[src/rtl/gray_counter.sv]
// gray_counter: clocked Gray-code pointer unit for asynchronous FIFOs.
// Keeps a binary count and its Gray image in lock-step registers, and also
// synchronises and decodes a Gray pointer arriving from another clock domain.
//
// Configuration macro: GRAY_COUNTER_SAT_EN
//   undefined (default) - modulo counting; wrap pulses on each roll-over.
//   defined             - saturating counting; wrap flags a pinned counter
//                         for every enabled cycle it sits at a limit.
module gray_counter #(
    parameter int WIDTH       = 4,
    parameter int SYNC_STAGES = 2
) (
    input  logic             clk,
    input  logic             rst_n,
    input  logic             en,
    input  logic             up,
    input  logic             load,
    input  logic [WIDTH-1:0] load_bin,
    output logic [WIDTH-1:0] bin,
    output logic [WIDTH-1:0] gray,
    output logic             wrap,
    input  logic [WIDTH-1:0] gray_in,
    output logic [WIDTH-1:0] gray_in_bin
);

    localparam logic [WIDTH-1:0] ALL_ONES = {WIDTH{1'b1}};
    localparam logic [WIDTH-1:0] ALL_ZERO = {WIDTH{1'b0}};
    localparam logic [WIDTH-1:0] ONE      = {{(WIDTH-1){1'b0}}, 1'b1};

    // Binary to reflected Gray code.
    function automatic logic [WIDTH-1:0] bin2gray(input logic [WIDTH-1:0] b);
        return b ^ (b >> 1);
    endfunction

    // Reflected Gray code back to binary: each bit folds in all higher bits.
    function automatic logic [WIDTH-1:0] gray2bin(input logic [WIDTH-1:0] g);
        logic [WIDTH-1:0] b;
        b = ALL_ZERO;
        b[WIDTH-1] = g[WIDTH-1];
        for (int i = WIDTH - 2; i >= 0; i--) begin
            b[i] = b[i+1] ^ g[i];
        end
        return b;
    endfunction

    logic [WIDTH-1:0] bin_q;
    logic [WIDTH-1:0] bin_d;
    logic [WIDTH-1:0] gray_q;
    logic [WIDTH-1:0] gray_d;
    logic             wrap_q;
    logic             wrap_d;
    logic [WIDTH-1:0] sync_q [SYNC_STAGES];
    logic [WIDTH-1:0] sync_d [SYNC_STAGES];
    logic [WIDTH-1:0] gray_in_bin_q;
    logic [WIDTH-1:0] gray_in_bin_d;

    // Next count: load beats enable beats hold; Gray derives from next binary.
    always_comb begin
        bin_d  = bin_q;
        wrap_d = 1'b0;
        if (load) begin
            bin_d  = load_bin;
            wrap_d = 1'b0;
        end else if (en) begin
            if (up) begin
                if (bin_q == ALL_ONES) begin
`ifdef GRAY_COUNTER_SAT_EN
                    bin_d  = ALL_ONES;
                    wrap_d = 1'b1;
`else
                    bin_d  = ALL_ZERO;
                    wrap_d = 1'b1;
`endif
                end else begin
                    bin_d  = bin_q + ONE;
                    wrap_d = 1'b0;
                end
            end else begin
                if (bin_q == ALL_ZERO) begin
`ifdef GRAY_COUNTER_SAT_EN
                    bin_d  = ALL_ZERO;
                    wrap_d = 1'b1;
`else
                    bin_d  = ALL_ONES;
                    wrap_d = 1'b1;
`endif
                end else begin
                    bin_d  = bin_q - ONE;
                    wrap_d = 1'b0;
                end
            end
        end else begin
            bin_d  = bin_q;
            wrap_d = 1'b0;
        end
        gray_d = bin2gray(bin_d);
    end

    // Counter registers: binary and Gray always commit on the same edge.
    always_ff @(posedge clk or negedge rst_n) begin
        if (!rst_n) begin
            bin_q  <= ALL_ZERO;
            gray_q <= ALL_ZERO;
            wrap_q <= 1'b0;
        end else begin
            bin_q  <= bin_d;
            gray_q <= gray_d;
            wrap_q <= wrap_d;
        end
    end

    // Synchroniser shift and decode of the last stage.
    always_comb begin
        sync_d[0] = gray_in;
        for (int i = 1; i < SYNC_STAGES; i++) begin
            sync_d[i] = sync_q[i-1];
        end
        gray_in_bin_d = gray2bin(sync_q[SYNC_STAGES-1]);
    end

    // Synchroniser chain and registered decode; shifts every edge, no enable.
    always_ff @(posedge clk or negedge rst_n) begin
        if (!rst_n) begin
            for (int i = 0; i < SYNC_STAGES; i++) begin
                sync_q[i] <= ALL_ZERO;
            end
            gray_in_bin_q <= ALL_ZERO;
        end else begin
            for (int i = 0; i < SYNC_STAGES; i++) begin
                sync_q[i] <= sync_d[i];
            end
            gray_in_bin_q <= gray_in_bin_d;
        end
    end

    assign bin         = bin_q;
    assign gray        = gray_q;
    assign wrap        = wrap_q;
    assign gray_in_bin = gray_in_bin_q;

endmodule

[config.mk]
export PLATFORM = sky130hd
export DESIGN_NAME = gray_counter
export DESIGN_NICKNAME = d
export VERILOG_FILES = /design/src/rtl/gray_counter.sv
export SDC_FILE = /design/constraint.sdc
export NUM_CORES = 1
export LEC_CHECK = 0
export CORE_ASPECT_RATIO = 0.9
export CORE_UTILIZATION = 45
export CTS_BUF_LIST = sky130_fd_sc_hd__clkbuf_8
export CTS_CLUSTER_SIZE = 16
export DETAILED_ROUTE_END_ITERATION = 16
export GPL_TIMING_DRIVEN = 0
export PLACE_DENSITY = 0.89
export SYNTH_ARGS = -nofsm -noshare
export SYNTH_HDL_FRONTEND = slang
export SYNTH_SLANG_ARGS = --single-unit
[constraint.sdc]
create_clock -name clk -period 2.4 [get_ports clk]
set_input_delay 0.48 -clock clk [delete_from_list [all_inputs] [get_ports clk]]
set_output_delay 0.48 -clock clk [all_outputs]
set_load 0.01 [all_outputs]
# After elaboration in Yosys (flattened, before gate mapping)
# Cells that the tools add are included.
[word_totals]
reg_bits = 21
input_bits = 13
word_cells = 24
[op_classes]
addsub = 2
eq_ne = 1
mux = 10
n_bitwise = 4
n_reduce_logical = 1
[ops]
columns = ["operator", "count"]
rows = [
  ["two-way mux 4 bit", 5],
  ["two-way mux 1 bit", 5],
  ["adder 4 x 1 -> 4 bit (second input constant)", 1],
  ["equality test 4 bit (second input constant)", 1],
  ["zero test 4 bit", 1],
  ["subtractor 4 x 1 -> 4 bit (second input constant)", 1],
  ["XOR 4 x 3 -> 4 bit", 1],
  ["XOR 1 bit", 3],
]

# Longest topological paths before layout
[depth]
depth_word = 6
ltp_mapped = 6
depth_no_buf = 6

# Worst setup path before layout
# OpenSTA, ideal clock, no wires.
[synth_path]
kind = "reg2reg"
startpoint = "register bin_q[0] (netlist: bin[0])"
endpoint = "register gray_q[0] (netlist: gray[0])"
t_arrival_ns = 1.396
path_slack_ns = 0.872
stages_incl_launch_ff = 7
synth_period_minus_slack_ns = 1.528
cell_sequence = "dfrtp_1 -> inv_1 -> ha_1 -> xor2_1 -> mux2i_1 -> mux2i_1 -> xnor2_1"
[synth_via]
elab_chain_cells = 6
word_cells_on_any_way = 10
cone_classes = "add/sub: 2; eq/ne: 1; mux: 5; bitwise: 1; reduce/logical: 1"
[synth_lines]
columns = ["element", "line_no", "rtl"]
rows = [
  ["start: declaration", "46", "logic [WIDTH-1:0] bin_q;"],
  ["start signal: assignment", "106", "bin_q <= bin_d;"],
  ["subtractor 4 x 1 -> 4 bit, or another cell as far along", "88", "bin_d = bin_q - ONE;"],
  ["two-way mux 4 bit, on equally long branches", "79, 66", ""],
  ["two-way mux 4 bit", "65", "if (up) begin"],
  ["two-way mux 4 bit (*)", "64", "end else if (en) begin"],
  ["two-way mux 4 bit (*)", "61", "if (load) begin"],
  ["XOR 4 x 3 -> 4 bit (*)", "32", "return b ^ (b >> 1);"],
  ["named net gray_d[0]", "49", "logic [WIDTH-1:0] gray_d;"],
  ["end signal: assignment", "107", "gray_q <= gray_d;"],
  ["end: declaration", "48", "logic [WIDTH-1:0] gray_q;"],
]
# Mark *: on every way through the listed nets, which the timed path passes. The rest lies on a longest branch.

==> results.py <==
metrics = {
    "outcome": {
        "status": "finished, final reports clean",
    },
    "clock_tree": {
        "post_cts_buffers": 0,
        "htreeDepth": 1,
        "clock_path_buffers": 2,
        "clkSlewWorstSetupHoldPaths_ns": 0.07,
        "clkSinkCount": 20,
        "worstSkewPairLatency_ns": 0.25,
        "cts_hold_buf": 0,
        "cts_tree": "done",
        "cts_buffers": 3,
        "ctsResizeCount": 0,
        "cts-root-buf": "clkbuf_8",
    },
    "synthesis": {
        "yosysSeqAreaShare_pct": 59.3,
        "ys_async_sr_fraction_pct": 100,
        "ys_top_cells_by_area": "dfrtp_1, mux2i_1, xor2_1, a21oi_1, ha_1",
        "synth_top_cell_by_area": "dfrtp_1",
        "ys_warn_count": 0,
        "yosys_register_bits": 20,
        "netlist_instances": 69,
        "synth_enable_flop_cells": 0,
        "mappedNetlistArea_um2": 845,
        "synthDistinctLibCells": 29,
        "synth_top_area_share_pct": 59.3,
        "avgSynthCellArea_um2": 12.2,
        "synth_nets": 84,
        "ys.flop_type": "dfrtp_1",
    },
    "worst_setup_path": {
        "cp.required_ns": 1.92,
        "cp.arrival_ns": 1.44,
        "path_class": "register to primary output",
        "crit_family": "buffers and inverters",
        "cp_max_fo": 10,
        "crit_path_top_delay_cell": "clkdlybuf4s50_1",
        "path_cells": "buf_4 -> clkdlybuf4s50_1",
        "start_kind": "register",
        "cp_num_buf_inv": 2,
        "slowest_delay_ns": 0.52,
        "end_kind": "primary output",
    },
    "timing": {
        "setup_ws_ns": 0.480,
        "fin_crit_sh_pct": 80.0,
        "max_slew.worst_pin.slew_ns": 0.823,
        "rsz0062_at_grt": "false",
        "maxSlewHeadroom_pct": 45.0,
        "drv_slew": 0,
        "hold_viol_final": 0,
        "min_period_ns": 1.92,
        "fmax_mhz": 521,
        "setup_viol": 0,
        "finalSetupTns_ns": 0,
        "fin_hold_ws_ns": 0.347,
        "skew_ns": 0.00198,
    },
    "route": {
        "first_pass_iters": 4,
        "ant_nets": 0,
        "drt_iter0_drc": 15,
        "wl_per_cell_um": 14.0,
        "route.final.wire_length_um": 1700,
        "vias": 624,
        "viasPerCell": 5.16,
        "drc": 0,
    },
    "final_layout": {
        "fin_nets": 113,
        "diodes": 0,
        "drive_above_1_share_pct": 6.19,
        "fin_cells": 121,
        "syn2layout_area_growth_pct": 38.5,
    },
    "pwr": {
        "p_leak_nw": 0.507,
        "power_per_cell_area_mw_per_mm2": 755,
        "ir_worst_vdd_v": 0.000509,
    },
    "placed_design": {
        "place.port_buffers": 24,
        "dp_hpwl_um": 1090,
        "dp.cells": 117,
        "gp_congestion": 0.794,
        "dpl_worst_slack_ns": 0.324,
    },
    "grt": {
        "track_usage_pct": 19.9,
        "antenna_found_initial": 0,
        "grt_start_max_net_pins": 21,
        "grt_pass1_wl_um": 2730,
        "grt.overflow.total": 0,
        "grt_pass1_vias": 566,
    },
    "job": {
        "cap_violations": 0,
    },
    "floorplan": {
        "die_width_um": 47.7,
        "core_mm2": 0.00172,
        "ios": 26,
        "start_util_pct": 49.2,
        "dieArea_mm2": 0.00205,
        "die_h_um": 43.1,
        "num_rows": 14,
    },
    "worst_hold_path": {
        "hp-class": "register to register",
    },
}
power by group:
group | leakage [nW] | total (mW) | internal (mW) | switching (mW)
Combinational | 0.243 | 0.230 | 0.131 | 0.0986
Sequential | 0.235 | 0.410 | 0.378 | 0.0323
Clock | 0.0288 | 0.244 | 0.146 | 0.0980
final timing paths:
| path | start | to | slack (ns) | depth (start not counted) |
|---|---|---|---|---|
| setup / recovery | bin[3] | gray[3] | 0.48 | 2 |
| hold / removal | sync_d[1] | sync_q[1] | 0.35 | 0 |
| setup reg to reg | bin[0] | gray[1] | 0.67 | 6 |
| hold reg to reg | sync_d[1] | sync_q[1] | 0.35 | 0 |
| max in group asynchronous | rst_n | sync_d[2] | 1.19 | 1 |
| min in group asynchronous | rst_n | gray_in_bin[0] | 0.70 | 1 |
cell type report:
class	count	area, um^2
multi-input cells	41	310
repair buffers	24	240
fillers	133	547
clock buffers	4	55.1
inverters	5	18.8
plain buffers	3	15.0
well taps	24	30.0
flip-flops and latches	20	500
cells by family (layout without fill, tap and decap cells):
group | after synthesis | after routing | synth area share, %
XOR/XNOR | 6 | 6 | 6.22
flip-flops | 20 | 20 | 59.3
buffers and inverters | 8 | 36 | 4.00
AND/OR/NAND/NOR | 17 | 17 | 13.3
multiplexers | 4 | 4 | 4.74
AO/OA/AOI/OAI | 12 | 12 | 9.48
adder cells (fa/ha/maj) | 2 | 2 | 2.96
registers in the layout, summed over array words and instances (netlist names):
name	cells
bin	4
gray_in_bin	4
gray_in_bin_d	1
sync_q	3
sync_d	4
gray	3
wrap	1
per-layer routing:
metal | up-vias | part of all wire [%] | track usage (%)
met4 | 0 | 1.1 | 6.67
met3 | 2 | 5.2 | 8.09
met2 | 23 | 54 | 30.4
met5 | - | 0 | 0
met1 | 304 | 39 | 25.1
li1 | 295 | - | -
cell usage in the layout, fill, tap and decap left out:
cell type / count
a211oi_1: 1
a21oi_1: 5
a2bb2oi_1: 1
a31o_2: 1
a32oi_1: 1
and2b_1: 1
buf_4: 1
clkbuf_1: 2
clkbuf_8: 4
clkdlybuf4s50_1: 24
dfrtp_1: 20
ha_1: 2
inv_1: 5
mux2i_1: 4
nand2_1: 1
nand2b_1: 1
nand3_1: 1
nand3b_1: 1
nand4_1: 2
nor2_1: 1
nor2b_1: 2
nor3_1: 1
nor3b_1: 3
nor4b_1: 1
o211ai_1: 1
o21ai_0: 1
o311ai_1: 1
or2b_1: 1
or4b_1: 1
xnor2_1: 2
xor2_1: 4
cell usage after synthesis, drive strengths merged (2+ instances only):
| library cell | instances |
|---|---|
| a21oi | 5 |
| clkbuf | 2 |
| dfrtp | 20 |
| ha | 2 |
| inv | 5 |
| mux2i | 4 |
| nand4 | 2 |
| nor2b | 2 |
| nor3b | 3 |
| xnor2 | 2 |
| xor2 | 4 |
through the flow:
stage | util (%) | instance area [um^2] | power [mW]
3_3_place_gp | 64.9 | 1110 | 0.634
6_report | 68.1 | 1170 | 0.884
3_5_place_dp | 64.9 | 1110 | 0.642
4_1_cts | 68.1 | 1170 | 0.891
5_1_grt | 68.1 | 1170 | 0.934
2_1_floorplan | - | 845 | 0.522
Note: power is estimated with default switching activity, not from simulation.
